File: src/rtl/typing_pkg.sv
// Shared types and constants for the typing game controller.
// Optional build macro used by the top: TYPING_PENALTY_EN.
package typing_pkg;

    typedef enum logic [1:0] {
        IDLE = 2'd0,
        RUN  = 2'd1,
        DONE = 2'd2
    } state_t;

    typedef logic [3:0] bcd_t;

    // Fibonacci taps 16,14,13,11 expressed on a left-shifting register
    localparam logic [15:0] LFSR_TAPS = 16'hB400;
    localparam bcd_t        BCD_MAX   = 4'd9;

    function automatic bcd_t draw_digit(input logic [15:0] lfsr);
        bcd_t cand;
        cand = lfsr[3:0];
        return (cand > BCD_MAX) ? cand - 4'd6 : cand;
    endfunction

    function automatic logic [7:0] to_bcd2(input int unsigned v);
        int unsigned tens;
        int unsigned ones;
        tens = (v / 10) % 10;
        ones = v % 10;
        return {tens[3:0], ones[3:0]};
    endfunction

endpackage

File: src/rtl/typing_game_ctrl_bcd2_counter.sv
// Two-digit BCD counter: load beats inc beats dec; inc saturates at 99, dec floors at 00.
module bcd2_counter
    import typing_pkg::*;
#(
    parameter logic [7:0] RST_VAL = 8'h00
) (
    input  logic       clk,
    input  logic       reset,
    input  logic       load,
    input  logic [7:0] load_val,
    input  logic       inc,
    input  logic       dec,
    output logic [7:0] value
);

    bcd_t       tens;
    bcd_t       ones;
    logic [7:0] value_nxt;

    assign tens = value[7:4];
    assign ones = value[3:0];

    always_comb begin
        value_nxt = value;
        if (load) begin
            value_nxt = load_val;
        end else if (inc) begin
            if (value == {BCD_MAX, BCD_MAX})
                value_nxt = value;
            else if (ones == BCD_MAX)
                value_nxt = {tens + 4'd1, 4'd0};
            else
                value_nxt = {tens, ones + 4'd1};
        end else if (dec) begin
            if (value == 8'h00)
                value_nxt = value;
            else if (ones == 4'd0)
                value_nxt = {tens - 4'd1, BCD_MAX};
            else
                value_nxt = {tens, ones - 4'd1};
        end
    end

    always_ff @(posedge clk or posedge reset) begin
        if (reset)
            value <= RST_VAL;
        else
            value <= value_nxt;
    end

endmodule

File: src/rtl/typing_game_ctrl.sv
// Round control for the typing game: FSM, 1 s prescaler, LFSR target draw, score and timer.
// Build macro TYPING_PENALTY_EN makes a wrong key cost one point and redraw the target.
module typing_game_ctrl
    import typing_pkg::*;
#(
    parameter int unsigned TICK_DIV   = 100_000_000,
    parameter int unsigned ROUND_SECS = 60,
    parameter logic [15:0] LFSR_SEED  = 16'hACE1
) (
    input  logic       clk,
    input  logic       reset,
    input  logic       start,
    input  logic       key_valid,
    input  logic [3:0] key_code,
    output logic [3:0] random_num,
    output logic [7:0] score,
    output logic [3:0] time_tens,
    output logic [3:0] time_ones,
    output logic       running,
    output logic       game_over
);

    localparam int unsigned          PRESC_W   = (TICK_DIV > 1) ? $clog2(TICK_DIV) : 1;
    localparam logic [PRESC_W-1:0]   PRESC_TC  = PRESC_W'(TICK_DIV - 1);
    localparam logic [7:0]           ROUND_BCD = to_bcd2(ROUND_SECS);

    state_t             state;
    state_t             state_nxt;
    logic               enter_run;
    logic               start_q;
    logic               start_rise;
    logic [15:0]        lfsr;
    logic [PRESC_W-1:0] presc;
    logic               tick;
    logic [7:0]         timer_val;
    logic               key_match;
    logic               hit_p0;
    logic               score_dec;
    logic               redraw;

    assign start_rise = start & ~start_q;
    assign tick       = (state == RUN) && (presc == PRESC_TC);
    assign key_match  = (key_code == random_num);

    always_comb begin
        state_nxt = state;
        enter_run = 1'b0;
        case (state)
            IDLE, DONE: begin
                if (start_rise) begin
                    state_nxt = RUN;
                    enter_run = 1'b1;
                end
            end
            RUN: begin
                if (timer_val == 8'h00)
                    state_nxt = DONE;
            end
            default: state_nxt = IDLE;
        endcase
    end

    always_ff @(posedge clk or posedge reset) begin
        if (reset) begin
            state     <= IDLE;
            start_q   <= 1'b0;
            running   <= 1'b0;
            game_over <= 1'b0;
        end else begin
            state     <= state_nxt;
            start_q   <= start;
            running   <= (state_nxt == RUN);
            game_over <= (state_nxt == DONE);
        end
    end

    // LFSR free-runs in every state so the first draw depends on when start arrives
    always_ff @(posedge clk or posedge reset) begin
        if (reset)
            lfsr <= LFSR_SEED;
        else
            lfsr <= {lfsr[14:0], ^(lfsr & LFSR_TAPS)};
    end

    always_ff @(posedge clk or posedge reset) begin
        if (reset)
            presc <= '0;
        else if (enter_run || tick)
            presc <= '0;
        else if (state == RUN)
            presc <= presc + 1'b1;
    end

    // Stage p0: key compared against the displayed target, applied one edge later
    always_ff @(posedge clk or posedge reset) begin
        if (reset)
            hit_p0 <= 1'b0;
        else
            hit_p0 <= (state == RUN) && key_valid && key_match;
    end

`ifdef TYPING_PENALTY_EN
    logic miss_p0;

    always_ff @(posedge clk or posedge reset) begin
        if (reset)
            miss_p0 <= 1'b0;
        else
            miss_p0 <= (state == RUN) && key_valid && !key_match;
    end

    assign score_dec = miss_p0;
    assign redraw    = hit_p0 | miss_p0;
`else
    assign score_dec = 1'b0;
    assign redraw    = hit_p0;
`endif

    always_ff @(posedge clk or posedge reset) begin
        if (reset)
            random_num <= 4'd0;
        else if (enter_run || redraw)
            random_num <= draw_digit(lfsr);
    end

    bcd2_counter #(
        .RST_VAL (8'h00)
    ) u_score (
        .clk      (clk),
        .reset    (reset),
        .load     (enter_run),
        .load_val (8'h00),
        .inc      (hit_p0),
        .dec      (score_dec),
        .value    (score)
    );

    bcd2_counter #(
        .RST_VAL (ROUND_BCD)
    ) u_timer (
        .clk      (clk),
        .reset    (reset),
        .load     (enter_run),
        .load_val (ROUND_BCD),
        .inc      (1'b0),
        .dec      (tick),
        .value    (timer_val)
    );

    assign time_tens = timer_val[7:4];
    assign time_ones = timer_val[3:0];

endmodule

File: config.mk
export PLATFORM = sky130hd
export DESIGN_NAME = typing_game_ctrl
export DESIGN_NICKNAME = d
export VERILOG_FILES = /design/src/rtl/typing_pkg.sv /design/src/rtl/typing_game_ctrl_bcd2_counter.sv /design/src/rtl/typing_game_ctrl.sv
export SDC_FILE = /design/constraint.sdc
export NUM_CORES = 1
export LEC_CHECK = 0
export CAP_MARGIN = 30
export CELL_PAD_IN_SITES_DETAIL_PLACEMENT = 0
export CELL_PAD_IN_SITES_GLOBAL_PLACEMENT = 2
export CORE_MARGIN = 2
export CORE_UTILIZATION = 37
export DETAILED_ROUTE_END_ITERATION = 16
export PLACE_DENSITY_LB_ADDON = 0.05
export REMOVE_ABC_BUFFERS = 1
export SLEW_MARGIN = 20
export SYNTH_ARGS = -nofsm -noshare
export SYNTH_HDL_FRONTEND = slang
export SYNTH_SLANG_ARGS = --single-unit
File: constraint.sdc
create_clock -name clk -period 2.3 [get_ports clk]
set_input_delay 0.345 -clock clk [delete_from_list [all_inputs] [get_ports clk]]
set_output_delay 0.345 -clock clk [all_outputs]
set_load 0.01 [all_outputs]
==> results of run 1 <==
routing by layer:
layer | vias to the layer above | track usage | wire length (um)
met5 | - | 0 | 0
met4 | 0 | 0.06006 | 127
met3 | 10 | 0.02925 | 178
met2 | 37 | 0.2458 | 3258
met1 | 1271 | 0.2441 | 3977
li1 | 1313 | - | -
worst max-delay path, cell delays in order (launching register included):
cell     delay (ps)
dfrtp_1         400
ha_1            250
nand3_1         210
or3_4           480
nor3_4          360
nor4_1          100
a21o_1          170
power breakdown:
group          leakage (uW)  switching, uW  internal, uW
logic              0.000781            322           320
registers          0.000890            236          1380
clock network     0.0000903            550           415
cells in the mapped netlist, types with 5 or more instances:
master    instances
dfrtp_1          59
nand2_1          28
o21ai_0          24
nand3_1          21
a21oi_1          20
nor2_1           17
a31oi_1          16
inv_1            13
dfstp_2          10
ha_1             10
nand4_1          10
and3_1            8
clkbuf_1          6
nand2b_1          6
nor4_1            6
a21o_1            5
o31ai_1           5
sequential cells by signal (all words and copies together) (netlist names):
name,cells
state,2
hit_p0,1
game_over,1
u_timer.value,8
start_q,1
lfsr,16
presc,27
u_score.value,8
running,1
random_num,4
metrics by stage:
stage / instances / power (uW)
2_1_floorplan: 322 / 2004
3_3_place_gp: 472 / 2280
3_5_place_dp: 472 / 2290
4_1_cts: 488 / 3273
5_1_grt: 489 / 3441
6_report: 489 / 3223
kinds of logic (layout without fill, tap and decap cells):
logic type	count (synthesis)	after routing	share of synthesized area
AO/OA/AOI/OAI	84	84	0.1506
XOR/XNOR	8	8	0.02051
adder cells (fa/ha/maj)	10	10	0.03663
buffers and inverters	22	69	0.02857
flip-flops	69	69	0.5092
multiplexers	7	7	0.02198
AND/OR/NAND/NOR	131	131	0.2326
layout by cell type (no fill, tap or decap), drive strengths merged, types with 2 or more instances in the layout:
master / instances
dfrtp: 59
a21oi: 21
o211ai: 3
nand3: 21
or3b: 2
nand4: 12
buf: 11
mux2: 4
or3: 5
a21o: 5
inv: 17
nor2b: 3
nand3b: 3
and2: 2
xnor2: 4
dfstp: 10
a41oi: 2
clkinvlp: 2
clkbuf: 9
nor2: 17
clkdlybuf4s50: 29
a311oi: 2
xor2: 4
and3: 8
mux2i: 3
nor4: 9
nand2: 28
o21ai: 24
nand2b: 6
nor3: 5
a31oi: 16
and4: 4
ha: 10
o31ai: 5
layout make-up:
cell class | instances | area [sq um] | share of cell area
inverter | 13 | 48.80 | 0.01193
multi-input combinational | 240 | 1579 | 0.3859
timing repair buffer | 40 | 397.9 | 0.09725
clock inverter | 7 | 63.81 | 0.01560
clock buffer | 9 | 123.9 | 0.03028
tap | 111 | 138.9 | 0.03394
sequential | 69 | 1739 | 0.4251
worst min-delay path by stage:
stage,from,endpoint,cells past startpoint
floorplan,lfsr[8]$_DFF_PP0_,lfsr[9]$_DFF_PP0_,0
global placement,lfsr[14]$_DFF_PP0_,lfsr[15]$_DFF_PP1_,0
detailed placement,lfsr[14]$_DFF_PP0_,lfsr[15]$_DFF_PP1_,0
CTS,lfsr[14]$_DFF_PP0_,lfsr[15]$_DFF_PP1_,0
global route,lfsr[5]$_DFF_PP1_,lfsr[6]$_DFF_PP1_,0
finish,lfsr[9]$_DFF_PP0_,lfsr[10]$_DFF_PP1_,0
==> run summary, run 1 <==
Worst slack, placed: 120.8 ps
PostCTS Resize Cnt: 0
Core Area: 0.009109 sq mm
Crit path launch type: register
Final ANT Viol Nets: 0
Worst setup path endpoint: presc[18]$_DFFE_PP0P_
Rel. slew slack: 0.5616
Post-route cell area: 0.004091 sq mm
Total gr overflow: 0
Hold Fails Final Rpt: 0
Endpoints failing setup: 0
Clk_lat worst skew: 350 ps
Routed len/inst: 15.42 um
DRT Pass-1 Iters: 5
Placed cell areas: 0.003896 sq mm
Top post-synthesis cells by area: dfrtp_1, dfstp_2, ha_1, o21ai_0, nand2_1
Post-synth cell types: 52
Synthesis-to-layout area growth: 19.78%
Core occupancy in the finished layout: 0.4492
Max Fclk: 0.4820 GHz
Chip height: 100.1 um
Antenna fix cells: 0
Worst r2r src: presc[0]$_DFFE_PP0P_
Setup Buffers After CTS: 0
Status: completed
Syn. warnings: 0
Fraction of layout cells with a size suffix above 1: 0.1402
Fill cell count: 906
WP data required: 2550 ps
Synthesized flop and latch total: 69
CTS tree: yes
CTS Hold Bufs: 0
Drt drc: 0
Initial antenna violation count: 0
Cell area after synthesis: 0.003416 sq mm
Maximum VDD drop: 457.3 uV
Nets@finish: 391
CP max FO: 9
Reg2reg end: presc[18]$_DFFE_PP0P_
Reg2reg setup slack: 230 ps
Final setup skew: 11.34 ps
RSZ-0062 raised after global routing: false
MaxCap Viol Count: 0
Number of global-route vias before repair: 2592
Vias: 2631
FF-to-FF path depth: 6
# H-tree levels: 3
Fin. max-slew vios: 0
Die ar.: 0.01002 sq mm
Clock root buffer: clkbuf_8
Post-synth ARST share: 1.000
Most used DFF post-synth: dfrtp_1
Actual slew at the worst max-slew pin: 655.1 ps
CP Launch Point: presc[0]$_DFFE_PP0P_
Clk sinks: 69
Crit end category: register
Tcrit/Tclk final: 0.9021
Post-route setup TNS: 0 ps
Initial Utilization: 0.3750
Final worst setup slack: 225.1 ps
First-pass GRT wire length: 13.04 mm
Power Density: 787.9 mW/mm^2
Synth area leader: dfrtp_1
Clk buf depth: 2
DP Wirelength: 5.230 mm
Synthesized instance count: 331
Number of I/O port buffers: 29
Vias per cell: 5.380
Routed wire length: 7.541 mm
Post-Syn Area per Cell: 10.32 sq um
Final Critical Period: 2075 ps
Post-synth EDFFs: 0
Die extent in x: 100.1 um
Placer Congestion: 0.7106
Num CTS Buffers: 9
Hold WC Path Type: register to register
Leak: 0.001761 uW
Clock transition at path regs: 90 ps
Iter 0 DRT Violations: 122
Hold slack: 358.0 ps
Share of the synthesized area in the top cell type: 0.4322
Crit path arrival time: 2320 ps
Tot GR Track Use: 0.1659
Largest net degree at the start of global routing: 70
Sequential-to-total area share from yosys stat: 0.5092
Rows: 35
CP Class: register to register
I/O pin count: 30
Note: power is estimated with default switching activity, not from simulation.
==> run 2: changes to the inputs <==
--- a/config.mk
+++ b/config.mk
@@ -11,6 +11,7 @@
 export CORE_MARGIN = 2
 export CORE_UTILIZATION = 37
 export DETAILED_ROUTE_END_ITERATION = 16
+export GPL_ROUTABILITY_DRIVEN = 0
 export PLACE_DENSITY_LB_ADDON = 0.05
 export REMOVE_ABC_BUFFERS = 1
 export SLEW_MARGIN = 20
==> results of run 2 <==
The final DEF is identical to that of run 1; final timing and power are the same.
